$ cat config.mk
export PLATFORM = sky130hd
export DESIGN_NAME = lsu_mem_align_flat
export DESIGN_NICKNAME = d
export VERILOG_FILES = /design/src/rtl/lsu_pkg.sv /design/src/rtl/lsu_mem_align_if.sv /design/src/rtl/lsu_lane_align.sv /design/src/rtl/lsu_mem_align.sv /design/src/flat_wrapper.sv
export SDC_FILE = /design/constraint.sdc
export NUM_CORES = 1
export LEC_CHECK = 0
export ABC_CLOCK_PERIOD_IN_PS = 1500
export CORE_MARGIN = 3
export CORE_UTILIZATION = 40
export DETAILED_ROUTE_END_ITERATION = 12
export PLACE_DENSITY = 0.8
export SLEW_MARGIN = 25
export SYNTH_ARGS = -nofsm -noshare
export SYNTH_HDL_FRONTEND = slang
export SYNTH_HIERARCHICAL = 1
export SYNTH_SLANG_ARGS = --single-unit
$ cat constraint.sdc
create_clock -name clk -period 1.5 [get_ports clk]
set_input_delay 0.3 -clock clk [delete_from_list [all_inputs] [get_ports clk]]
set_output_delay 0.3 -clock clk [all_outputs]
set_load 0.05 [all_outputs]
$ cat src/rtl/lsu_pkg.sv
// lsu_pkg: shared encodings for the load/store alignment stage.
package lsu_pkg;
  localparam logic [1:0] SZ_BYTE = 2'd0;
  localparam logic [1:0] SZ_HALF = 2'd1;
  localparam logic [1:0] SZ_WORD = 2'd2;
  localparam logic [1:0] EXT_LB  = 2'd0;
  localparam logic [1:0] EXT_LBU = 2'd1;
  localparam logic [1:0] EXT_LH  = 2'd2;
  localparam logic [1:0] EXT_LHU = 2'd3;
  typedef enum logic [1:0] {IDLE, WAIT, RESP} state_t;
endpackage

$ cat src/rtl/lsu_mem_align_if.sv
// lsu_mem_align_if: request, data-memory and response signals of the alignment stage.
interface lsu_mem_align_if #(parameter int ADDR_W = 32);
  logic              req_valid;
  logic              req_ready;
  logic              req_we;
  logic [1:0]        req_size;
  logic              req_unsigned;
  logic [ADDR_W-1:0] req_addr;
  logic [31:0]       req_wdata;
  logic              dm_req;
  logic              dm_we;
  logic [3:0]        dm_be;
  logic [ADDR_W-1:0] dm_addr;
  logic [31:0]       dm_wdata;
  logic [31:0]       dm_rdata;
  logic              dm_ack;
  logic              resp_valid;
  logic [31:0]       resp_rdata;
  logic [1:0]        resp_ext_sel;
  logic              resp_is_word;
  logic              resp_err;
  modport master (
    output req_valid, req_we, req_size, req_unsigned, req_addr, req_wdata, dm_rdata, dm_ack,
    input  req_ready, dm_req, dm_we, dm_be, dm_addr, dm_wdata,
    input  resp_valid, resp_rdata, resp_ext_sel, resp_is_word, resp_err
  );
  modport slave (
    input  req_valid, req_we, req_size, req_unsigned, req_addr, req_wdata, dm_rdata, dm_ack,
    output req_ready, dm_req, dm_we, dm_be, dm_addr, dm_wdata,
    output resp_valid, resp_rdata, resp_ext_sel, resp_is_word, resp_err
  );
endinterface

$ cat src/rtl/lsu_lane_align.sv
// lsu_lane_align: little-endian byte-lane enables, store replication and load right-alignment.
module lsu_lane_align import lsu_pkg::*; (
  input  logic [1:0]  wr_size,
  input  logic [1:0]  wr_off,
  input  logic [31:0] wr_data,
  output logic [3:0]  be,
  output logic [31:0] wr_rep,
  input  logic [1:0]  rd_size,
  input  logic [1:0]  rd_off,
  input  logic [31:0] rd_data,
  output logic [31:0] rd_align
);
  // Reserved size 3 falls into the word case through the >= compare.
  always_comb begin
    be       = wr_size >= SZ_WORD ? 4'hf : wr_size == SZ_HALF ? (wr_off[1] ? 4'b1100 : 4'b0011) : 4'b0001 << wr_off;
    wr_rep   = wr_size >= SZ_WORD ? wr_data : wr_size == SZ_HALF ? {2{wr_data[15:0]}} : {4{wr_data[7:0]}};
    rd_align = rd_size >= SZ_WORD ? rd_data
             : rd_size == SZ_HALF ? {16'h0, rd_off[1] ? rd_data[31:16] : rd_data[15:0]}
             : {24'h0, 8'(rd_data >> {rd_off, 3'b000})};
  end
endmodule

$ cat src/rtl/lsu_mem_align.sv
// lsu_mem_align: load/store access stage to a multi-cycle data memory with ack timeout.
// Optional LSU_MISALIGN_EXC_EN: misaligned half/word accesses skip memory and respond with error.
module lsu_mem_align import lsu_pkg::*; #(
  parameter int TIMEOUT = 16,
  parameter int ADDR_W  = 32
) (
  input logic clk,
  input logic rst_n,
  lsu_mem_align_if.slave bus
);
  state_t            state;
  logic [7:0]        cnt;
  logic              we, mis, word_q, err_q;
  logic [1:0]        size, off, ext_q;
  logic [3:0]        be_n, be_q;
  logic [31:0]       wdata_n, rdata_al, wdata_q, rdata_q;
  logic [ADDR_W-1:0] addr_q;
  lsu_lane_align u_lane (
    .wr_size (bus.req_size),
    .wr_off  (bus.req_addr[1:0]),
    .wr_data (bus.req_wdata),
    .be      (be_n),
    .wr_rep  (wdata_n),
    .rd_size (size),
    .rd_off  (off),
    .rd_data (bus.dm_rdata),
    .rd_align(rdata_al)
  );
`ifdef LSU_MISALIGN_EXC_EN
  assign mis = (bus.req_size == SZ_HALF && bus.req_addr[0]) || (bus.req_size >= SZ_WORD && bus.req_addr[1:0] != 2'b00);
`else
  assign mis = 1'b0;
`endif
  assign bus.req_ready    = state == IDLE;
  assign bus.dm_req       = state == WAIT;
  assign bus.dm_we        = we;
  assign bus.dm_be        = be_q;
  assign bus.dm_addr      = addr_q;
  assign bus.dm_wdata     = wdata_q;
  assign bus.resp_valid   = state == RESP;
  assign bus.resp_rdata   = rdata_q;
  assign bus.resp_ext_sel = ext_q;
  assign bus.resp_is_word = word_q;
  assign bus.resp_err     = err_q;
  always_ff @(posedge clk or negedge rst_n) begin
    if (!rst_n) begin
      state   <= IDLE;
      cnt     <= '0;
      we      <= 1'b0;
      size    <= '0;
      off     <= '0;
      addr_q  <= '0;
      be_q    <= '0;
      wdata_q <= '0;
      rdata_q <= '0;
      ext_q   <= '0;
      word_q  <= 1'b0;
      err_q   <= 1'b0;
    end else begin
      case (state)
        IDLE: begin
          cnt <= '0;
          if (bus.req_valid) begin
            we      <= bus.req_we;
            size    <= bus.req_size;
            off     <= bus.req_addr[1:0];
            addr_q  <= {bus.req_addr[ADDR_W-1:2], 2'b00};
            be_q    <= be_n;
            wdata_q <= wdata_n;
            rdata_q <= '0;
            err_q   <= mis;
            ext_q   <= bus.req_we ? EXT_LB : {bus.req_size == SZ_HALF, bus.req_unsigned};
            word_q  <= !bus.req_we && bus.req_size >= SZ_WORD;
            state   <= mis ? RESP : WAIT;
          end
        end
        WAIT: begin
          if (bus.dm_ack) begin
            rdata_q <= we ? '0 : rdata_al;
            err_q   <= 1'b0;
            state   <= RESP;
          end else if (cnt == 8'(TIMEOUT - 1)) begin
            err_q <= 1'b1;
            state <= RESP;
          end else begin
            cnt <= cnt + 8'd1;
          end
        end
        default: begin
          cnt   <= '0;
          state <= IDLE;
        end
      endcase
    end
  end
endmodule

$ cat src/flat_wrapper.sv
// flat-port wrapper written by rule: the top's interface ports become plain ports
module lsu_mem_align_flat import lsu_pkg::*;
#(
  parameter int TIMEOUT = 16,
  parameter int ADDR_W  = 32
)
  (clk, rst_n, bus_req_valid, bus_req_we, bus_req_size, bus_req_unsigned, bus_req_addr, bus_req_wdata, bus_dm_rdata, bus_dm_ack, bus_req_ready, bus_dm_req, bus_dm_we, bus_dm_be, bus_dm_addr, bus_dm_wdata, bus_resp_valid, bus_resp_rdata, bus_resp_ext_sel, bus_resp_is_word, bus_resp_err);
  lsu_mem_align_if #(.ADDR_W(ADDR_W)) bus_i ();
  input logic clk;
  input logic rst_n;
  input wire logic [$bits(bus_i.req_valid)-1:0] bus_req_valid;
  input wire logic [$bits(bus_i.req_we)-1:0] bus_req_we;
  input wire logic [$bits(bus_i.req_size)-1:0] bus_req_size;
  input wire logic [$bits(bus_i.req_unsigned)-1:0] bus_req_unsigned;
  input wire logic [$bits(bus_i.req_addr)-1:0] bus_req_addr;
  input wire logic [$bits(bus_i.req_wdata)-1:0] bus_req_wdata;
  input wire logic [$bits(bus_i.dm_rdata)-1:0] bus_dm_rdata;
  input wire logic [$bits(bus_i.dm_ack)-1:0] bus_dm_ack;
  output wire logic [$bits(bus_i.req_ready)-1:0] bus_req_ready;
  output wire logic [$bits(bus_i.dm_req)-1:0] bus_dm_req;
  output wire logic [$bits(bus_i.dm_we)-1:0] bus_dm_we;
  output wire logic [$bits(bus_i.dm_be)-1:0] bus_dm_be;
  output wire logic [$bits(bus_i.dm_addr)-1:0] bus_dm_addr;
  output wire logic [$bits(bus_i.dm_wdata)-1:0] bus_dm_wdata;
  output wire logic [$bits(bus_i.resp_valid)-1:0] bus_resp_valid;
  output wire logic [$bits(bus_i.resp_rdata)-1:0] bus_resp_rdata;
  output wire logic [$bits(bus_i.resp_ext_sel)-1:0] bus_resp_ext_sel;
  output wire logic [$bits(bus_i.resp_is_word)-1:0] bus_resp_is_word;
  output wire logic [$bits(bus_i.resp_err)-1:0] bus_resp_err;
  assign bus_i.req_valid = bus_req_valid;
  assign bus_i.req_we = bus_req_we;
  assign bus_i.req_size = bus_req_size;
  assign bus_i.req_unsigned = bus_req_unsigned;
  assign bus_i.req_addr = bus_req_addr;
  assign bus_i.req_wdata = bus_req_wdata;
  assign bus_i.dm_rdata = bus_dm_rdata;
  assign bus_i.dm_ack = bus_dm_ack;
  assign bus_req_ready = bus_i.req_ready;
  assign bus_dm_req = bus_i.dm_req;
  assign bus_dm_we = bus_i.dm_we;
  assign bus_dm_be = bus_i.dm_be;
  assign bus_dm_addr = bus_i.dm_addr;
  assign bus_dm_wdata = bus_i.dm_wdata;
  assign bus_resp_valid = bus_i.resp_valid;
  assign bus_resp_rdata = bus_i.resp_rdata;
  assign bus_resp_ext_sel = bus_i.resp_ext_sel;
  assign bus_resp_is_word = bus_i.resp_is_word;
  assign bus_resp_err = bus_i.resp_err;
  lsu_mem_align #(.TIMEOUT(TIMEOUT), .ADDR_W(ADDR_W)) u_core (.clk(clk), .rst_n(rst_n), .bus(bus_i));
endmodule
**Word-level counts from Yosys, hierarchy flattened**

Index checks and enable logic that the tools add are counted.

- Register bits after elaboration: 117
- Latch bits: 0
- Memory bits (writable): 0
- ROM bits: 0
- Input port bits: 104
- Output and inout bits: 108
- Word-level logic and storage cells: 60
- Memories: 0

- Add/subtract/negate cells: 1
- $mul: 0
- Div/mod/pow operators: 0
- $lt $le $gt $ge: 2
- Equality and inequality tests: 10
- Shift operators: 2
- Mux-type cells: 24
- Bitwise logic cells: 0
- Reduce and logical (&&, ||, !) cells: 9

Operators with widths:

| operator | number |
|---|---|
| two-way mux 32 bit | 6 |
| one-hot mux 32 bit (2 select lines) | 1 |
| two-way mux 16 bit | 2 |
| >> shifter 32 x 5 -> 8 bit | 1 |
| two-way mux 8 bit | 3 |
| two-way mux 4 bit | 3 |
| adder 8 x 1 -> 8 bit (second input constant) | 1 |
| equality test 8 x 4 -> 1 bit (second input constant) | 1 |
| two-way mux 2 bit | 4 |
| inequality test 2 bit (second input constant) | 4 |
| equality test 2 x 1 -> 1 bit (second input constant) | 3 |
| AND reduction 2 bit | 3 |
| AND reduction 3 bit | 2 |
| >= comparator 2 bit (second input constant) | 2 |
| one-hot mux 2 bit (2 select lines) | 1 |
| left shift 1 x 2 -> 4 bit (first input constant) | 1 |
| two-way mux 1 bit | 3 |
| inequality test 3 x 2 -> 1 bit (second input constant) | 1 |
| equality test 2 bit (second input constant) | 1 |
| logical NOT 2 bit | 1 |
| one-hot mux 1 bit (2 select lines) | 1 |
| nonzero test 2 bit | 1 |
| logical AND 1 bit | 1 |
| logical NOT 1 bit | 1 |

**Depth between registers and ports, before layout**

- Depth in word-level cells: 6
- Mapped depth: 7
- Depth with buffers taken out: 5

**Modules after synthesis**

The synthesis kept the hierarchy.

By module, submodules not included:

| module | times used | cells an instance | area each (sq um) | seq. area each (sq um) |
|---|---|---|---|---|
| lsu_mem_align | 1 | 372 | 4768.3 | 2927.8 |
| lsu_lane_align | 1 | 126 | 897.1 | 0.0 |

**Worst setup path before layout**

Ideal clock, no wire load.

- Path kind: register to output
- From: register u_core.state[1]
- To: output bus_resp_valid
- Arrival time: 1744 ps
- Data required time: 1200 ps
- Setup slack: -544 ps
- Cell stages (with the launch flop): 5
- Buffers on the path: 3
- Cells stage by stage: dfrtp_1 -> buf_2 -> clkbuf_1 -> clkbuf_1 -> nor2b_1

- Word-level cells in the longest chain between the ends: 1

Ends and longest elaborated chain:

| what | RTL line | RTL |
|---|---|---|
| start: declaration | lsu_mem_align.sv:11 | `state_t state;` |
| start signal: assignment | lsu_mem_align.sv:74 | `state <= mis ? RESP : WAIT;` |
| equality test 2 bit | lsu_mem_align.sv:40 | `assign bus.resp_valid = state == RESP;` |
| end: declaration | flat_wrapper.sv:25 | `output wire logic [$bits(bus_i.resp_valid)-1:0] bus_resp_valid;` |

Every way passes these cells.

**Worst setup path after layout**

- From: register u_core.state[0]
- To: output bus_resp_valid

Same word-level chain as after synthesis.

==> qor.csv <==
stage,metric,value,unit
run_status,status,finished with violations,
run_status,failing checks,negative setup slack,
floorplan,Die W,125,um
critical_path,CP Max Fanout,4,
routing,post-DR vias/cell,5.63,
clocking,clock buffer depth,2,
sta,Post-Route Skew,0.00972,ns
sta,final worst slack,-0.148,ns
floorplan,Placeable Area,0.0136,sq mm
global_route,vias in the first global route,5423,
clocking,total CTS buffers,17,
min_path,worst min path class,input pin to async pin,
clocking,clock root buffer master,clkbuf_16,
cells_and_area,share of layout cells above drive strength 1,46.8,%
sta,Tmin final,1.65,ns
routing,DR vias,5241,
synth,Syn Std Cell Area,0.00567,sq mm
sta,Final period util,110,%
critical_path,CP arrival,1.35,ns
routing,DRC,0,
critical_path,CP required,1.20,ns
critical_path,most frequent CP cell,buf_12,
synth,mean post-synth cell area,11.4,sq um
synth,Ys Warns,6,
synth,leading area contributor after synthesis,dfrtp_1,
clocking,worst-skew pair later-pin latency,0.42,ns
cells_and_area,Fillers,707,
critical_path,crit path from,u_core/state[0]$_DFFE_PN0P_,
floorplan,die area,0.0156,sq mm
sta,Setup Viol. Count Final,105,
global_route,All-Layer GR Usage,23.5,%
floorplan,# rows,42,
cells_and_area,# diodes,0,
synth,sequential share of the synthesized area,51.7,%
synth,Yosys top cell area share,51.7,%
routing,wire per inst,22.9,um
power,Tot Pwr,22.8,mW
critical_path,Critical Path End Type,output port,
placed_design,IO buf count,209,
synth,"FFs w/ async S/R, synth",100,%
critical_path,"Slowest-stage cell, CP",dfrtp_2,
sta,max-slew violations,0,
clocking,register clock-pin slew on the reported worst setup and hold paths,0.05,ns
synth,Seq cells post-synth,117,
sta,Final Hold Viols,0,
routing,total iterations of the first detailed-routing run,5,
cells_and_area,area grow syn2layout,89.1,%
power,Peak VDD IR,1.60,mV
critical_path,Buf/Inv on CP,3,
placed_design,post-placement setup slack,-0.353,ns
routing,Initial DRC Count,576,
synth,Most used DFF post-synth,dfrtp_1,
placed_design,gpl congestion,0.835,
cells_and_area,# nets final,847,
run,max-cap viol count,0,
synth,most frequent cells after synthesis,"dfrtp_1, mux2_2, o21ai_0",
power,P per Cell Area,2130,mW/mm^2
critical_path,Worst R2R Start,u_core/state[0]$_DFFE_PN0P_,
routing,remaining antenna violation count,0,
global_route,initial antenna violation count,0,
critical_path,Worst Setup Start Kind,flop,
floorplan,Initial Util,41.8,%
sta,Fmax,607,MHz
floorplan,die height,125,um
routing,final wirelength,21300,um
synth,library cells used by synthesis,38,
power,leak pwr,4.58,nW
clocking,Num Clock Sinks,117,
synth,synth top area cells,"dfrtp_1, mux2_2, o21ai_0",
critical_path,CP Class,flop to output port,
synth,Post-synth EDFFs,0,
floorplan,IO Count,212,
global_route,first-pass GRT wire length,29200,um
critical_path,CP Cell Sequence,"buf_12, buf_8, nor2b_4, buf_12",
placed_design,DPL Wire Length,13100,um
global_route,largest net degree at the start of global routing,73,
clocking,CTS HTree Levels,4,
critical_path,Critical Path Max Stage Delay,0.42,ns
synth,Post-Syn Instances,498,
sta,RSZ-0062 raised after global routing,true,
synth,most frequent cell after synthesis,dfrtp_1,
clocking,TritonCTS clock tree,done,
global_route,Overflow after GRT,0,
critical_path,"delay-heaviest family, CP",flip-flops,
-- sequential cells by signal, indices dropped and copies added, names as in the netlist --
register,cells
u_core/bus.dm_addr,30
u_core/bus.dm_be,4
u_core/bus.dm_wdata,32
u_core/bus.dm_we,1
u_core/bus.resp_err,1
u_core/bus.resp_ext_sel,2
u_core/bus.resp_is_word,1
u_core/bus.resp_rdata,32
u_core/cnt,8
u_core/off,2
u_core/size,2
u_core/state,2
-- through the flow --
step | setup TNS (ns) | instance area [sq um] | std cells | hold WS [ns] | util [%]
finish | -6.55 | 10700 | 931 | 0.256 | 79.0
global route | -12.04 | 10700 | 931 | 0.245 | 79.0
CTS | -5.58 | 10100 | 916 | 0.227 | 74.3
detailed placement | -28.84 | 9220 | 874 | 0.125 | 68.0
global placement | -27.45 | 9220 | 874 | 0.122 | 68.0
floorplan | -0.0478 | 5700 | 499 | 0.00441 | -
-- worst register-to-register path: stages (launching register included) --
cell and delay, ns:
dfrtp_2 0.42, buf_12 0.14, buf_4 0.14, mux2i_4 0.18, buf_12 0.17, buf_12 0.14
o21ai_0 0.19, o31ai_1 0.11
-- cells by family after synthesis --
family | synth area share [%]
flops | 51.7
simple gates | 9.78
fa+ha+maj | 0.221
mux | 20.7
buf+inv | 4.88
other cells | 0.0662
compound gates | 12.7
-- path summary, 6_finish.rpt --
kind | slack, ns | cells past startpoint | end
min in group clk | 0.48 | 3 | u_core/bus.resp_ext_sel[0]$_DFFE_PN0P_
hold / removal | 0.26 | 2 | u_core/bus.dm_wdata[23]$_DFFE_PN0P_
hold reg to reg | 0.55 | 2 | u_core/bus.resp_rdata[8]$_DFFE_PN0P_
max in group asynchronous | 0.60 | 3 | u_core/state[0]$_DFFE_PN0P_
setup / recovery | -0.15 | 4 | bus_resp_valid
setup reg to reg | -0.12 | 7 | u_core/bus.resp_rdata[21]$_DFFE_PN0P_
-- cells in the final DEF (no fill, tap or decap), types with 4 or more instances in the layout --
cell type          n
o31ai_2           17
a221o_2            5
a21oi_1            5
o31ai_1           14
nor2_2             5
mux2_2            42
inv_1              5
mux2_4            41
o21ai_1            6
dfrtp_2            4
clkbuf_8           5
mux2i_1           14
clkbuf_16         25
o21ai_2           18
o21ai_0           30
buf_6              8
nand2_1           52
or3_1              4
buf_12           118
clkdlybuf4s50_1  102
bufinv_16          4
dfrtp_1          113
nor2_1             7
and2_1            16
mux2_1             4
buf_4             31
-- layout make-up --
| cell class | instances | area [sq um] | share of cell area, % |
|---|---|---|---|
| repair buffers | 270 | 3950 | 36.8 |
| multi-input cells | 330 | 2940 | 27.4 |
| flip-flops and latches | 117 | 2930 | 27.4 |
| clock buffers | 25 | 505 | 4.72 |
| well taps | 176 | 220 | 2.06 |
| clock inverters | 7 | 141 | 1.32 |
| inverters | 6 | 26.3 | 0.245 |
-- report_power, final --
group	total [mW]	switching, mW	internal [mW]
clock	4.44	1.44	3.00
combinational	12.8	6.35	6.49
sequential	5.58	1.35	4.23
total	22.8	9.13	13.7
-- repair_timing --
item | 4_1_cts | 5_1_grt
pin swaps | 2 | 10
setup endpoints to repair | 13 | 103
buffers inserted | 9 | 4
resized for setup | 36 | 109
hold endpoints to repair | 97 | 0
cloned | 0 | 11
hold buffers | 1 | 0
-- metal layers --
layer	vias up	part of all wire, %	GRT usage (%)
met2	307	52	41.0
met1	2616	36	26.2
met4	0	2.6	8.86
met5	-	0	0
met3	52	9.2	8.57
li1	2266	-	-
(Power assumes the default switching activity.)
